### src/rtl/if_stage.sv
// if_stage: instruction fetch stage.
// Holds the PC and issues one word-aligned read at a time to instruction
// memory over a req/gnt/rvalid bus. Delivers {instruction, pc} to decode
// through a single-entry valid/ready output register. Accepts redirects
// from execute and discards any response that was in flight when the
// redirect happened.
//
// Ports:
//   clk_i, rst_ni          clock, asynchronous active-low reset
//   imem_req_o/addr_o      fetch request and word-aligned byte address
//   imem_gnt_i             request accepted (req & gnt)
//   imem_rvalid_i/rdata_i  read response, one per grant, in order
//   br_taken_i/target_i    redirect pulse and target (bits [1:0] ignored)
//   instr_valid_o          instruction_o/pc_o hold an unconsumed instruction
//   instruction_o, pc_o    fetched word and its address
//   id_ready_i             decode accepts when instr_valid_o & id_ready_i
module if_stage #(
  parameter logic [31:0] RESET_PC = 32'h0000_0000,
  parameter logic [31:0] NOP_INSN = 32'h0000_0013
) (
  input  logic        clk_i,
  input  logic        rst_ni,
  output logic        imem_req_o,
  output logic [31:0] imem_addr_o,
  input  logic        imem_gnt_i,
  input  logic        imem_rvalid_i,
  input  logic [31:0] imem_rdata_i,
  input  logic        br_taken_i,
  input  logic [31:0] br_target_i,
  output logic        instr_valid_o,
  output logic [31:0] instruction_o,
  output logic [31:0] pc_o,
  input  logic        id_ready_i
);

  typedef enum logic [1:0] {
    S_BOOT,
    S_REQ,
    S_WAIT
  } state_e;

  state_e      state_q, state_d;
  // Word address only; the byte offset is always zero.
  logic [29:0] pc_q;
  logic        drop_q, drop_d;
  logic        buf_free;
  logic        grant;
  logic        resp;
  logic        load;

  // Target byte offset is discarded on purpose (silent alignment).
  logic unused_target_lsbs;
  assign unused_target_lsbs = ^br_target_i[1:0];

  // Only request when the output register can take the response, so a
  // response never arrives to a full register.
  always_comb begin
    buf_free = !instr_valid_o || id_ready_i;
    grant    = imem_req_o && imem_gnt_i;
    resp     = (state_q == S_WAIT) && imem_rvalid_i;
    load     = resp && !drop_q && !br_taken_i;
  end

  // State register
  always_ff @(posedge clk_i or negedge rst_ni) begin
    if (!rst_ni) begin
      state_q <= S_BOOT;
    end else begin
      state_q <= state_d;
    end
  end

  // Next-state logic
  always_comb begin
    state_d = state_q;
    unique case (state_q)
      S_BOOT: state_d = S_REQ;
      S_REQ:  if (grant) state_d = S_WAIT;
      S_WAIT: if (imem_rvalid_i) state_d = S_REQ;
      default: state_d = S_BOOT;
    endcase
  end

  // Output logic
  always_comb begin
    imem_req_o  = (state_q == S_REQ) && buf_free;
    imem_addr_o = {pc_q, 2'b00};
  end

  // A redirect marks whatever is (or is becoming) outstanding as stale; a
  // response arriving in the redirect cycle itself is dropped directly.
  always_comb begin
    drop_d = drop_q;
    if (br_taken_i) begin
      if (grant) begin
        drop_d = 1'b1;
      end else if (state_q == S_WAIT) begin
        drop_d = !imem_rvalid_i;
      end
    end else if (resp) begin
      drop_d = 1'b0;
    end
  end

  // PC, drop flag and decode-facing output register
  always_ff @(posedge clk_i or negedge rst_ni) begin
    if (!rst_ni) begin
      pc_q          <= RESET_PC[31:2];
      drop_q        <= 1'b0;
      instr_valid_o <= 1'b0;
      instruction_o <= NOP_INSN;
      pc_o          <= RESET_PC;
    end else begin
      drop_q <= drop_d;

      if (br_taken_i) begin
        pc_q <= br_target_i[31:2];
      end else if (load) begin
        pc_q <= pc_q + 30'd1;
      end

      if (br_taken_i) begin
        instr_valid_o <= 1'b0;
        instruction_o <= NOP_INSN;
      end else if (load) begin
        instr_valid_o <= 1'b1;
        instruction_o <= imem_rdata_i;
        pc_o          <= {pc_q, 2'b00};
      end else if (instr_valid_o && id_ready_i) begin
        instr_valid_o <= 1'b0;
      end
    end
  end

endmodule

### config.mk
export PLATFORM = sky130hd
export DESIGN_NAME = if_stage
export DESIGN_NICKNAME = d
export VERILOG_FILES = /design/src/rtl/if_stage.sv
export SDC_FILE = /design/constraint.sdc
export NUM_CORES = 1
export LEC_CHECK = 0
export CAP_MARGIN = 20
export CORE_AREA = 2 2 144 76
export CTS_BUF_LIST = sky130_fd_sc_hd__clkbuf_16
export DETAILED_ROUTE_END_ITERATION = 10
export DIE_AREA = 0 0 146 78
export GPL_ROUTABILITY_DRIVEN = 0
export PLACE_DENSITY_LB_ADDON = 0.08
export SYNTH_ARGS = -nofsm -noshare
export SYNTH_HDL_FRONTEND = slang
export SYNTH_SLANG_ARGS = --single-unit
### constraint.sdc
create_clock -name clk_i -period 2.5 [get_ports clk_i]
set_input_delay 0.5 -clock clk_i [delete_from_list [all_inputs] [get_ports clk_i]]
set_output_delay 0.5 -clock clk_i [all_outputs]
set_load 0.03 [all_outputs]
Word level (Yosys, flattened, before mapping):

Index checks and enable logic that the tools add are counted.

* word-level logic and storage cells: 45
* input bits: 70
* register bits: 96
* output and inout port bits: 98

* eq/ne operators: 5
* $add $sub $neg: 1
* muxes and demuxes: 14
* reduce and logical (&&, ||, !) cells: 18
* bitwise gates (word level): 1

Operators by type and width (count)
* 2-to-1 mux 32 bit: 2
* 2-to-1 mux 30 bit: 2
* adder 30 x 1 -> 30 bit, second input constant: 1
* 2-to-1 mux 1 bit: 7
* logical AND 1 bit: 6
* case mux 2 bit (3 select lines): 1
* AND reduction 2 bit: 3
* zero test 1 bit: 4
* 2-to-1 mux 2 bit: 2
* inequality test 2 bit, second input constant: 2
* nonzero test 2 bit: 2
* inequality test 3 x 1 -> 1 bit, second input constant: 1
* nonzero test 3 bit: 1
* == test 2 x 1 -> 1 bit, second input constant: 1
* == test 2 bit, second input constant: 1
* zero test 2 bit: 1
* logical OR 1 bit: 1
* NOT 1 bit: 1

Depth between registers and ports, before layout:

* word-level depth: 6
* depth in mapped cells: 7
* depth with buffers taken out: 5

Least setup slack after synthesis:

No wires, ideal clock.

* kind: register to register
* start: reg pc_q[0]
* end: reg pc_q[24]
* period minus slack after synthesis: 2.356 ns
* arrival time: 2.274 ns
* setup time: 0.082 ns
* slack: 0.144 ns
* required time: 2.418 ns
* cell stages (with the launch flop): 7
* path through: dfrtp_1 -> ha_1 -> nand4_1 -> or4_1 -> buf_2 -> or4_1 -> a31oi_1

* word-level cells in the longest chain between the ends: 3

RTL lines
* start, declared: line 44 `logic [29:0] pc_q;`
* start signal, assigned: line 108 `pc_q <= RESET_PC[31:2];`
* start signal, assigned: line 117 `pc_q <= br_target_i[31:2];`
* start signal, assigned: line 119 `pc_q <= pc_q + 30'd1;`
* adder 30 x 1 -> 30 bit: line 119
* 2-to-1 mux 30 bit: line 118 `end else if (load) begin`
* 2-to-1 mux 30 bit: line 116 `if (br_taken_i) begin`

No other way between the ends. The select of a mux whose other input is x is not followed.
A chain may end at the register's enable or synchronous reset.

Final worst setup path:

* start: in imem_rvalid_i
* end: reg pc_q[14]

* word-level cells in the longest chain between the ends: 4

RTL lines
* start, declared: line 26 `input logic imem_rvalid_i,`
* logical AND 1 bit: line 60 `resp = (state_q == S_WAIT) && imem_rvalid_i;`
* logical AND 1 bit (2 in a row): line 61 `load = resp && !drop_q && !br_taken_i;`
* nonzero test 2 bit (no line)

No other way between the ends.

==> impl_metrics.py <==
metrics = {
    "worst_setup_path": {
        "timing.critical_path.from_type": "primary input",
        "slowest_delay_ns": 0.72,
        "worstPathRequired_ns": 2.75,
        "critical_path.top_delay_family": "simple AND/OR/NAND/NOR gates",
        "worst-path-max-fanout": 9,
        "timing.critical_path.buf_inv": 2,
        "timing.critical_path.cells": "clkdlybuf4s50_1, nand4bb_2, or4_1, buf_4, or3_1, a31oi_1",
        "timing.critical_path.slowest_stage_cell": "or4_1",
        "setup.worst_path.end_class": "flop",
        "critPathKind": "in -> reg",
        "worst-endpoint-arrival_ns": 2.64,
    },
    "clock_tree": {
        "cts_root_buffer": "clkbuf_16",
        "cts_max_path_buffers": 2,
        "clock_tree_from_tritoncts": "done",
        "clock_latency_ns": 0.33,
        "post_cts_setup_buffer_count": 0,
        "path_clk_slew_ns": 0.07,
        "cts-htree-levels": 3,
        "cts_resized": 0,
        "tritoncts.num_buffers": 9,
        "clock_sinks": 96,
        "hold_buffers": 0,
    },
    "sta": {
        "slew_headroom_pct": 64.2,
        "report.final.setup_viol": 0,
        "finClkSkew_ns": 0.00682,
        "layout_min_cycle_time_ns": 2.39,
        "final_min_period_over_clock_period_pct": 95.5,
        "fin_setup_tns_ns": 0,
        "worstMarginPinSlew_ns": 0.534,
        "unrepaired_setup_endpoints_after_global_routing": "no",
        "achievable-frequency_ghz": 0.419,
        "drv_slew": 0,
        "final-hold-violation-count": 0,
    },
    "finish": {
        "final_nets": 666,
        "drive_gt1_share_pct": 12.2,
        "antennaDiodeCount": 0,
        "layout.cell_area.non_filler_mm2": 0.00647,
        "synthToLayoutAreaGrowth_pct": 49.4,
    },
    "synth": {
        "synth.top_cells.by_area": "dfrtp_1 54%, mux2_2 7.8%, nand2_1 7.7%",
        "synth-adder-area-share_pct": 0.289,
        "netlist_area_mm2": 0.00433,
        "synth.avg_cell_area_um2": 10.0,
        "ys.flop_type": "dfrtp_1",
        "seq_area_frac_synth_pct": 55.5,
        "synth-compound-area-share_pct": 10.8,
        "synth_cell_type_count": 45,
        "synth.ff_latch_count": 96,
        "yosys-mux-area-fraction_pct": 8.03,
        "synth-edff-count": 0,
        "post-synth-top-area-fraction_pct": 53.7,
        "netlist_instances": 432,
        "synth_top_family_by_area": "simple AND/OR/NAND/NOR gates",
        "synth_xor_xnor_area_share_pct": 2.22,
        "synth_top_cell_by_area": "dfrtp_1",
        "ys_async_sr_fraction_pct": 100,
        "yosys.area_share.simple_pct": 19.1,
        "syn_warnings": 0,
    },
    "power_and_ir_drop": {
        "power.internal_uw": 3260,
        "netSwitchingPower_uw": 1650,
        "swShare_pct": 33.6,
        "vdd_ir_drop_max_v": 0.000373,
        "p_comb_share_pct": 33.4,
        "power_per_cell_area_mw_per_mm2": 759,
        "p_leak_uw": 0.00262,
        "power.share.clock_pct": 25.4,
        "post-layout-total-power_uw": 4910,
        "seqPwrFrac_pct": 41.3,
    },
    "route": {
        "drt_wl_total_um": 11200,
        "first_pass_iters": 4,
        "drt.antenna.violating_nets": 0,
        "wire_per_inst_um": 15.1,
        "vias_per_cell": 5.13,
        "drt-initial-drc-count": 169,
        "vias": 3794,
        "drc": 0,
    },
    "floorplan": {
        "initial_utilization_pct": 43.2,
        "core.rowCount": 26,
        "die_w_um": 146,
        "fp.dieArea_mm2": 0.0114,
        "io-pin-count": 168,
        "core_region_area_mm2": 0.0100,
        "die_height_um": 78,
    },
    "outcome": {
        "outcome": "finished, final reports clean",
    },
    "grt": {
        "first_global_vias": 3509,
        "grt_first_pass_wirelength_um": 18600,
        "maximum_number_of_pins_on_one_net_before_global_route_repair": 47,
        "globalRouteTotalUtil_pct": 20.5,
        "grt_antenna_before_repair": 0,
        "overflow": 0,
    },
    "placement": {
        "placement.cell_area_mm2": 0.00621,
        "port_buffers": 161,
        "place.detailed.hpwl_um": 8040,
    },
    "flow_run": {
        "timing.max_cap.violations": 0,
    },
    "worst_hold_path": {
        "timing.hold.worst.class": "in -> async",
    },
}
==> cell families after synthesis <==
kind of cell,Yosys count
adders and majority gates,1
and+or+nand+nor,173
xor gates and xnor gates,11
other,1
AOI/OAI and AO/OA,81
muxes,31
DFF,96
buffers and inverters,38
==> registers in the layout (all words and copies together) (netlist names) <==
register and cells:
instruction_o 32, instr_valid_o 1, pc_o 30, state_q 2
drop_q 1, pc_q 30
==> worst paths after layout <==
check	start	end	slack [ns]	depth (start not counted)
hold / removal	rst_ni	pc_o[25]	0.05	1
setup reg to reg	pc_q[0]	pc_q[14]	0.15	6
max in group asynchronous	rst_ni	pc_q[0]	1.76	2
setup / recovery	imem_rvalid_i	pc_q[14]	0.11	6
hold reg to reg	instruction_o[4]	instruction_o[4]	0.49	2
min in group clk_i	instruction_o[4]	instruction_o[4]	0.49	2
==> worst register-to-register path, delay by kind of cell (launching register included) <==
family / cells / cell delay, ns
flip-flops: 1 / 0.44
AO/OA/AOI/OAI: 1 / 0.16
adder cells (fa/ha/maj): 1 / 0.24
AND/OR/NAND/NOR: 3 / 1.22
buffers and inverters: 1 / 0.22
==> routing by layer <==
layer | up-vias | wire length [um] | track usage (%)
met5 | - | 0 | 0
met4 | 0 | 62 | 4.08
met3 | 8 | 808 | 7.12
met2 | 113 | 5150 | 31.7
met1 | 1839 | 5180 | 28.1
li1 | 1834 | - | -
==> cell usage after synthesis (all sizes together) (4+ instances only) <==
master   n
or4      9
buf     12
nor3     4
nand2   89
xnor2    8
o21ai   20
clkbuf  21
nor4     5
dfrtp   93
nor2    18
a21oi   32
inv      5
nand3   15
a31oi   14
or3      6
o31ai    6
nand4    9
mux2    30
==> per-stage QoR <==
| step | util (%) | hold slack (ns) | instances | setup WS, ns |
|---|---|---|---|---|
| 2_1_floorplan | - | 0.204 | 435 | 0.144 |
| 3_3_place_gp | 61.9 | 0.416 | 724 | -0.210 |
| 3_5_place_dp | 61.9 | 0.418 | 724 | -0.221 |
| 4_1_cts | 64.6 | 0.0563 | 740 | 0.107 |
| 5_1_grt | 64.6 | 0.0647 | 740 | 0.0101 |
| 6_report | 64.6 | 0.0532 | 740 | 0.114 |
==> layout by cell type, fill, tap and decap left out, types with 2 or more instances in the layout <==
cell             instances
a21o_1                   2
a21oi_1                 32
a31oi_1                 14
and3_1                   3
and4_1                   3
buf_12                   4
buf_4                   19
clkbuf_16                9
clkdlybuf4s50_1        158
clkinvlp_4               4
conb_1                   4
dfrtp_1                 93
dfstp_2                  3
inv_1                    7
mux2_2                  30
nand2_1                 89
nand2b_1                 2
nand3_1                 15
nand4_1                  9
nor2_1                  17
nor2b_1                  2
nor3_1                   4
nor4_1                   5
o21ai_0                 20
o31a_1                   2
o31ai_1                  6
or3_1                    6
or4_1                    9
xnor2_1                  8
xor2_1                   3
==> power groups by stage <==
stage	sequential (uW)	clock [uW]	combinational (uW)
floorplan	2510	0	413
global placement	2050	0	1640
detailed placement	2060	0	1650
CTS	2030	1280	1660
global route	2080	1350	1740
finish	2030	1250	1640
==> layout make-up <==
class	instances	area [um^2]
tap	140	175
clock buffer	9	225
sequential	96	2410
clock inverter	7	41.3
timing repair buffer	182	1810
multi-input combinational	301	1800
fill	869	3550
inverter	5	18.8
Power figures use the tool's default switching activity.
